===== src/rtl/ascii_fmt_pkg.sv =====
// rtl/ascii_fmt_pkg.sv - shared FSM states, ASCII constants and nibble formatter for the hex streamer
package ascii_fmt_pkg;

    typedef enum logic [2:0] {
        IDLE,
        PFX0,
        PFX1,
        DIGIT,
        TERM
    } state_e;

    localparam logic [7:0] CHAR_0  = 8'h30;
    localparam logic [7:0] CHAR_UA = 8'h41;
    localparam logic [7:0] CHAR_LA = 8'h61;
    localparam logic [7:0] CHAR_X  = 8'h78;
    localparam logic [7:0] CHAR_LF = 8'h0A;
    localparam logic [7:0] CHAR_CR = 8'h0D;

    // Digit counters are sized for the largest supported value (16 nibbles).
    localparam int CNT_W = 5;

    function automatic logic [7:0] nibble_to_ascii(input logic [3:0] nibble, input logic lowercase);
        if (nibble < 4'd10) begin
            return CHAR_0 + {4'h0, nibble};
        end
        return (lowercase ? CHAR_LA : CHAR_UA) + {4'h0, nibble} - 8'd10;
    endfunction

endpackage


===== src/rtl/lz_count.sv =====
// rtl/lz_count.sv - combinational count of leading zero nibbles in a NumDigits-nibble value
module lz_count
    import ascii_fmt_pkg::*;
#(
    parameter int NumDigits = 4
) (
    input  logic [4*NumDigits-1:0] value,
    output logic [CNT_W-1:0]       zeros
);

    logic found;

    always_comb begin
        zeros = '0;
        found = 1'b0;
        for (int i = NumDigits - 1; i >= 0; i--) begin
            if (!found) begin
                if (value[4*i +: 4] == 4'h0) begin
                    zeros = zeros + 5'd1;
                end else begin
                    found = 1'b1;
                end
            end
        end
    end

endmodule


===== src/rtl/ascii_hex_streamer.sv =====
// rtl/ascii_hex_streamer.sv - streams a value as ASCII hex characters; ASCII_HEX_STREAMER_PREFIX_EN adds a "0x" prefix
module ascii_hex_streamer
    import ascii_fmt_pkg::*;
#(
    parameter int         NumDigits     = 4,
    parameter bit         SuppressZeros = 1'b0,
    parameter bit         TermEn        = 1'b1,
    parameter logic [7:0] TermChar      = 8'h0A,
    parameter bit         LowerCase     = 1'b0
) (
    input  logic                   clk,
    input  logic                   reset_n,
    input  logic                   start,
    input  logic [4*NumDigits-1:0] value,
    output logic                   busy,
    output logic                   out_valid,
    input  logic                   out_ready,
    output logic [7:0]             out_data,
    output logic                   done
);

    localparam int W = 4 * NumDigits;

    state_e           state_q, state_d;
    logic [W-1:0]     shift_q, shift_d;
    logic [CNT_W-1:0] cnt_q, cnt_d;
    logic [7:0]       out_data_q, out_data_d;
    logic             done_q, done_d;

    logic [CNT_W-1:0] lz_raw;
    logic [CNT_W-1:0] skip;
    logic [W-1:0]     load_shift;
    logic [W-1:0]     shift_next;
    logic             xfer;

    lz_count #(
        .NumDigits(NumDigits)
    ) u_lz_count (
        .value(value),
        .zeros(lz_raw)
    );

    // An all-zero value still keeps its last nibble so "0" is emitted.
    always_comb begin
        skip = '0;
        if (SuppressZeros) begin
            skip = (lz_raw == CNT_W'(NumDigits)) ? CNT_W'(NumDigits - 1) : lz_raw;
        end
    end

    assign load_shift = value << {skip, 2'b00};
    assign shift_next = shift_q << 4;
    assign xfer       = out_valid & out_ready;

    always_comb begin
        state_d    = state_q;
        shift_d    = shift_q;
        cnt_d      = cnt_q;
        out_data_d = out_data_q;
        done_d     = 1'b0;
        case (state_q)
            IDLE: begin
                if (start) begin
                    shift_d = load_shift;
                    cnt_d   = CNT_W'(NumDigits) - skip;
`ifdef ASCII_HEX_STREAMER_PREFIX_EN
                    state_d    = PFX0;
                    out_data_d = CHAR_0;
`else
                    state_d    = DIGIT;
                    out_data_d = nibble_to_ascii(load_shift[W-1 -: 4], LowerCase);
`endif
                end
            end
`ifdef ASCII_HEX_STREAMER_PREFIX_EN
            PFX0: begin
                if (xfer) begin
                    state_d    = PFX1;
                    out_data_d = CHAR_X;
                end
            end
            PFX1: begin
                if (xfer) begin
                    state_d    = DIGIT;
                    out_data_d = nibble_to_ascii(shift_q[W-1 -: 4], LowerCase);
                end
            end
`endif
            DIGIT: begin
                if (xfer) begin
                    if (cnt_q == CNT_W'(1)) begin
                        shift_d = '0;
                        cnt_d   = '0;
                        if (TermEn) begin
                            state_d    = TERM;
                            out_data_d = TermChar;
                        end else begin
                            state_d    = IDLE;
                            out_data_d = 8'h00;
                            done_d     = 1'b1;
                        end
                    end else begin
                        shift_d    = shift_next;
                        cnt_d      = cnt_q - CNT_W'(1);
                        out_data_d = nibble_to_ascii(shift_next[W-1 -: 4], LowerCase);
                    end
                end
            end
            TERM: begin
                if (xfer) begin
                    state_d    = IDLE;
                    out_data_d = 8'h00;
                    done_d     = 1'b1;
                end
            end
            default: begin
                state_d    = IDLE;
                out_data_d = 8'h00;
            end
        endcase
    end

    always_ff @(posedge clk) begin
        if (!reset_n) begin
            state_q    <= IDLE;
            shift_q    <= '0;
            cnt_q      <= '0;
            out_data_q <= 8'h00;
            done_q     <= 1'b0;
        end else begin
            state_q    <= state_d;
            shift_q    <= shift_d;
            cnt_q      <= cnt_d;
            out_data_q <= out_data_d;
            done_q     <= done_d;
        end
    end

    assign busy      = (state_q != IDLE);
    assign out_valid = (state_q != IDLE);
    assign out_data  = out_data_q;
    assign done      = done_q;

endmodule

===== config.mk =====
export PLATFORM = sky130hd
export DESIGN_NAME = ascii_hex_streamer
export DESIGN_NICKNAME = d
export VERILOG_FILES = /design/src/rtl/ascii_fmt_pkg.sv /design/src/rtl/lz_count.sv /design/src/rtl/ascii_hex_streamer.sv
export SDC_FILE = /design/constraint.sdc
export NUM_CORES = 1
export LEC_CHECK = 0
export ABC_AREA = 1
export CAP_MARGIN = 20
export CORE_ASPECT_RATIO = 1.75
export CORE_UTILIZATION = 41
export DETAILED_ROUTE_END_ITERATION = 10
export PLACE_DENSITY = 0.69
export SYNTH_ARGS = -nofsm -noshare
export SYNTH_HDL_FRONTEND = slang
export SYNTH_SLANG_ARGS = --single-unit

===== constraint.sdc =====
create_clock -name clk -period 1.3 [get_ports clk]
set_input_delay 0.13 -clock clk [delete_from_list [all_inputs] [get_ports clk]]
set_output_delay 0.13 -clock clk [all_outputs]
set_load 0.1 [all_outputs]

==> results.toml, run 1 <==
[sta]
final-setup-viol-count = 13
setup_tns_ns = -0.1606
clock_skew_ns = 0.001514
whs_ns = 0.4117
maxSlewViolCount = 0
fmax_ghz = 0.7535
rsz0062_at_grt = "yes"
postLayoutSetupSlackWorst_ns = -0.02711
min_period_ns = 1.327
fin_crit_sh = 1.021
hold_viol = 0

[layout]
fillers = 308
layout_commonest_cell = "nand2_1"
areaGrowthSynthToFinish_pct = 55.15
nets = 292
stdcell_area_mm2 = 0.002316
antenna-diode-count = 0
drive_above_1_share = 0.3408
layout_common_cells = "54 x nand2_1, 25 x a21oi_1, 23 x buf_4, 20 x inv_1"

[power]
power.leakage_nw = 1.000
peakVddDrop_uv = 870.6
p_per_area_mw_per_mm2 = 1361

[clock_tree]
cts.path.max_buffers = 2
cts_buffers = 3
cts_hold_buf = 0
root_buffer = "clkbuf_8"
ctsHtreeMaxLevel = 1
cts_tree = "done"
insertion_delay_ns = 0.28
cts.clk_slew.worst_paths_ns = 0.10
cts_sinks = 27

[setup_path]
cpPeakStageDelay_ns = 0.34
start_kind = "register"
crit_type = "register to register"
critPathMaxFanout = 6
slowest_stage = "dfxtp_2"
path_delay_family = "simple AND/OR/NAND/NOR gates"
arrival_ns = 1.51
crit_chain = "inv_2, ha_4, inv_2, nor2_4, nand2_4, nand2_4, inv_6, o21ai_4, nor2_1"
critPathRequiredTime_ns = 1.48
cp-end-kind = "register"
worst-path-buf-inv = 3

[job]
max_cap_viol_count = 0

[placement]
dp_slack_ns = -0.2904
dpl.hpwl_mm = 2.766
portBuffers = 29
placed_cell_area_mm2 = 0.002106
gp_congestion = 0.9025

[route]
drc = 0
wl_mm = 3.733
wl_per_cell_um = 11.96
dr.pass1.iters = 4
vias = 1535
drt_iter0_drc = 26
ant_nets = 0
via_per_inst = 4.920

[die]
die_h_um = 81.82
ios = 31
die_w_um = 47.61
dieArea_mm2 = 0.003895
row_count = 28
initial_core_util = 0.4348
fp.coreArea_mm2 = 0.003433

[yosys]
yosysTopAreaCellShare = 0.3621
yosysWarnings = 0
avgSynthCellArea_um2 = 7.074
postSynth.asyncResetShare = 0
synth_area_mm2 = 0.001493
synth.ff_latch_count = 27
syn_nets = 235
synthTopCellsByArea = "dfxtp_1 36%, nand2_1 14%, a21oi_1 10%"
synthCells = 211
ys.flop_type = "dfxtp_1"
ys_types = 28
yosysSeqAreaShare = 0.3621
yosys.area.top_type = "dfxtp_1"
synth_edf_count = 0

[worst_hold_path]
hp-class = "input pin to register"

[grt]
grt_max_degree = 17
grt_pass1_vias = 1507
antenna_found_initial = 0
grt_pass1_wl_mm = 6.196
grt-ovfl-total = 0
grt_util_all_layers = 0.2227

[status]
status = "complete, but fails checks"
violations = "setup timing"
-- routing by layer --
layer / wire [um] / global-route usage / up-vias
met3: 58 / 0.02418 / 7
met2: 2189 / 0.4260 / 30
met5: 0 / 0 / -
li1: - / - / 791
met1: 1389 / 0.2153 / 707
met4: 95 / 0.1139 / 0
-- through the flow --
step / std cells / power (mW) / util
after detailed placement: 303 / 2.484 / 0.6133
final: 312 / 3.152 / 0.6746
after global placement: 303 / 2.463 / 0.6133
after floorplan: 211 / 1.969 / -
after global routing: 312 / 3.354 / 0.6746
after CTS: 308 / 3.077 / 0.6534
-- worst reg2reg max path: cells and delay by family (launching register included) --
kind | cells | cell delay [ns]
AND/OR/NAND/NOR | 4 | 0.41
flip-flops | 1 | 0.34
adder cells (fa/ha/maj) | 1 | 0.12
AO/OA/AOI/OAI | 1 | 0.16
buffers and inverters | 3 | 0.19
-- cell families (layout without fill, tap and decap cells) --
kind of cell | count (synthesis) | count (layout) | synth area share
AND/OR/NAND/NOR | 90 | 90 | 0.2758
XOR/XNOR | 2 | 2 | 0.01174
AO/OA/AOI/OAI | 52 | 52 | 0.1869
flip-flops | 27 | 27 | 0.3621
buffers and inverters | 35 | 91 | 0.1274
adder cells (fa/ha/maj) | 4 | 4 | 0.03353
other | 1 | 1 | 0.002512
-- Yosys cell counts (2+ instances only) --
| cell | n |
|---|---|
| o21ai_1 | 3 |
| inv_2 | 4 |
| ha_1 | 4 |
| nand3_2 | 2 |
| xor2_1 | 2 |
| nor2_1 | 9 |
| o21ai_0 | 13 |
| a21oi_2 | 3 |
| nand2_1 | 57 |
| buf_6 | 2 |
| nor3_1 | 2 |
| inv_1 | 22 |
| dfxtp_1 | 27 |
| nand3_1 | 12 |
| a21oi_1 | 30 |
| nand2_4 | 2 |
| buf_12 | 2 |
| buf_4 | 3 |
| nand2_2 | 2 |
| or2_2 | 2 |
-- report_power, final --
group          switching (mW)  internal (mW)
combinational           0.931          0.678
sequential             0.0938          0.949
clock                   0.283          0.218
total                    1.31           1.84
-- what timing repair did --
action | in CTS | in global routing
resized for setup | 27 | 17
gates cloned | 1 | 0
pin swaps | 6 | 5
setup buffers | 0 | 4
endpoints found under the setup margin | 14 | 23
-- flip-flops by register name (all words and copies together) (netlist names) --
signal and cells:
cnt_q 5, done 1, state_q 2, shift_q 12, out_data 7
-- layout make-up --
| cell class | count | area, um^2 | area share |
|---|---|---|---|
| multi-input cells | 149 | 854.6 | 0.3690 |
| clock buffers | 3 | 41.29 | 0.01783 |
| inverters | 26 | 107.6 | 0.04646 |
| well taps | 45 | 56.30 | 0.02431 |
| clock inverters | 1 | 7.507 | 0.003241 |
| flip-flops and latches | 27 | 553.0 | 0.2388 |
| repair inverters | 1 | 7.507 | 0.003241 |
| repair buffers | 60 | 688.2 | 0.2971 |
-- path summary, 6_finish.rpt --
check	startpoint	to	slack (ns)	depth (start not counted)
setup / recovery	cnt_q[1]	cnt_q[3]	-0.03	9
hold / removal	value[3]	shift_q[3]	0.41	3
setup reg to reg	cnt_q[1]	cnt_q[3]	-0.03	9
hold reg to reg	shift_q[0]	shift_q[0]	0.46	2
No activity file was read; power rests on OpenSTA's default activity.
==> inputs of run 2 (changes only) <==
--- a/config.mk
+++ b/config.mk
@@ -8,9 +8,9 @@
 export ABC_AREA = 1
 export CAP_MARGIN = 20
 export CORE_ASPECT_RATIO = 1.75
-export CORE_UTILIZATION = 41
+export CORE_UTILIZATION = 54
 export DETAILED_ROUTE_END_ITERATION = 10
-export PLACE_DENSITY = 0.69
+export PLACE_DENSITY = 0.84
 export SYNTH_ARGS = -nofsm -noshare
 export SYNTH_HDL_FRONTEND = slang
 export SYNTH_SLANG_ARGS = --single-unit
==> constraint.sdc (replaced) <==
create_clock -name clk -period 1.6 [get_ports clk]
set_input_delay 0.16 -clock clk [delete_from_list [all_inputs] [get_ports clk]]
set_output_delay 0.16 -clock clk [all_outputs]
set_load 0.1 [all_outputs]
==> run 2 against run 1 <==
Non-clock buffer count fell by 22. Via count fell by 5.9%. Worst hold slack improved by 0.045 ns. Final cell count fell by 13%. Core utilization rose by 8.5 points. Sequential cell count did not move. Worst setup slack improved by 0.13 ns. Global-route usage rose by 0.78 points. Count of clock-buffer cells in the layout did not move. Critical path depth fell by 5. Critical endpoint is now out_valid. The run now ends clean.
==> results.toml, run 2 (synthesized netlist as in run 1, its figures left out) <==
[placement]
dpl.hpwl_mm = 2.497
dpl.cell_count = 266
portBuffers = 29
placed_cell_area_mm2 = 0.001891
dp_slack_ns = 0.004056
gp_congestion = 0.8226

[layout]
antenna-diode-count = 0
stdcell_count = 270
layout_commonest_cell = "nand2_1"
drive_above_1_share = 0.1680
stdcell_area_mm2 = 0.001939
fillers = 201
nets = 269
multi_input_area_um2 = 762.0
largest_register_ffs = 12
layout_common_cells = "57 x nand2_1, 30 x a21oi_1, 27 x dfxtp_1, 22 x inv_1, 19 x clkdlybuf4s50_1"
areaGrowthSynthToFinish_pct = 29.92
seqCellArea_um2 = 540.5
top_register = "shift_q"

[clock_tree]
cts.clk_slew.worst_paths_ns = 0.10
cts_tree = "done"
root_buffer = "clkbuf_8"
ctsHtreeMaxLevel = 1
cts.path.max_buffers = 2
cts_setup_buffers = 0
cts_sinks = 27
insertion_delay_ns = 0.27
cts_buffers = 3
cts_hold_buf = 0
cts-resized-gates = 0

[worst_hold_path]
min_path_cells = 3
holdCritStartpoint = "value[2]"
hp-class = "input pin to register"

[route]
wl_per_cell_um = 11.80
vias = 1444
drc = 0
via_per_inst = 5.348
wl_mm = 3.187
drt_iter0_drc = 35
ant_nets = 0
dr.pass1.iters = 4

[power]
combPwrFrac = 0.451
p_switching_uw = 934.1
peakVddDrop_uv = 821.0
internal_power_mw = 1.315
p_per_area_mw_per_mm2 = 1160
netSwitchingFraction = 0.4153
finalPower_mw = 2.249
seqPwrFrac = 0.374
pwr-share-clk = 0.175
power.leakage_nw = 0.8549

[setup_path]
endpoint = "out_valid"
worst-path-buf-inv = 3
path_delay_family = "flip-flops"
crit_type = "register to output pin"
rrSetupSlack_ns = 0.14
slowest_stage = "dfxtp_1"
worstRegToRegCells = 9
setup.worst_path.start = "state_q[2]"
start_kind = "register"
r2r_end = "cnt_q[4]"
crit_chain = "nor2_2, buf_4, inv_2, buf_12"
cp-end-kind = "output pin"
critPathMaxFanout = 6
cpPeakStageDelay_ns = 0.49
cp_num_cells = 4
timing.rr.start = "cnt_q[1]"
critPathRequiredTime_ns = 1.44
arrival_ns = 1.34

[sta]
final-setup-viol-count = 0
fin_crit_sh = 0.9372
setup_tns_ns = 0
hold_viol = 0
postLayoutSetupSlackWorst_ns = 0.1005
clock_skew_ns = 0.008409
fmax_ghz = 0.6669
min_period_ns = 1.499
maxSlewViolCount = 0
rsz0062_at_grt = "no"

[die]
die_h_um = 71.55
initial_core_util = 0.5848
row_count = 24
die_w_um = 41.75
fp.coreArea_mm2 = 0.002552
dieArea_mm2 = 0.002987
ios = 31

[grt]
antenna_found_initial = 0
grt_pass1_vias = 1396
grt-ovfl-total = 0
grt_util_all_layers = 0.2306
grt_max_degree = 17
grt_pass1_wl_mm = 5.492

[job]
max_cap_viol_count = 0

[status]
status = "complete, no violations"
==> run 2: changes by cell type in the layout (fill, tap and decap cells not counted), moves of 3 or more <==
cell	change
a21oi_1	+5
a21oi_2	-5
buf_12	-4
buf_4	-14
buf_6	-4
dfxtp_1	+8
dfxtp_2	-7
ha_1	+3
nand2_1	+3
o21ai_0	+5
==> run 2: final cells by class <==
class | instances | area share
Clock buffer | 3 | 0.02129
Inverter | 26 | 0.05032
Sequential cell | 27 | 0.2787
Multi-Input combinational cell | 149 | 0.3929
Clock inverter | 1 | 0.003871
Tap cell | 26 | 0.01677
Timing Repair Buffer | 38 | 0.2361
==> run 2: layer usage <==
metal | track usage | share of wire | vias up
met4 | 0.1290 | 0.043 | 0
met1 | 0.2456 | 0.38 | 647
met2 | 0.4253 | 0.54 | 42
li1 | - | - | 743
met5 | 0 | 0 | -
met3 | 0.02771 | 0.034 | 12
==> run 2: worst min path at each step <==
stage	endpoint
finish	shift_q[2]
global route	shift_q[0]
CTS	shift_q[2]
detailed placement	shift_q[9]
global placement	shift_q[11]
floorplan	done
==> run 2: worst min-delay path, delay by kind of cell <==
family                 cells  cell delay (ns)
and+or+nand+nor            1             0.07
buffers and inverters      1             0.39
AOI/OAI and AO/OA          1             0.06
==> run 2: stage by stage <==
stage	hold WS, ns	util
finish	0.4567	0.7598
global placement	0.4475	0.7407
global route	0.4759	0.7598
detailed placement	0.4489	0.7407
CTS	0.4596	0.7598
floorplan	0.2994	-
==> run 2: power by group through the flow <==
stage | clock network [mW] | logic [mW] | registers, mW
2_1_floorplan | 0 | 0.584 | 1.00
3_3_place_gp | 0 | 0.997 | 0.853
3_5_place_dp | 0 | 1.01 | 0.856
4_1_cts | 0.406 | 1.02 | 0.841
5_1_grt | 0.425 | 1.10 | 0.853
6_report | 0.394 | 1.01 | 0.841
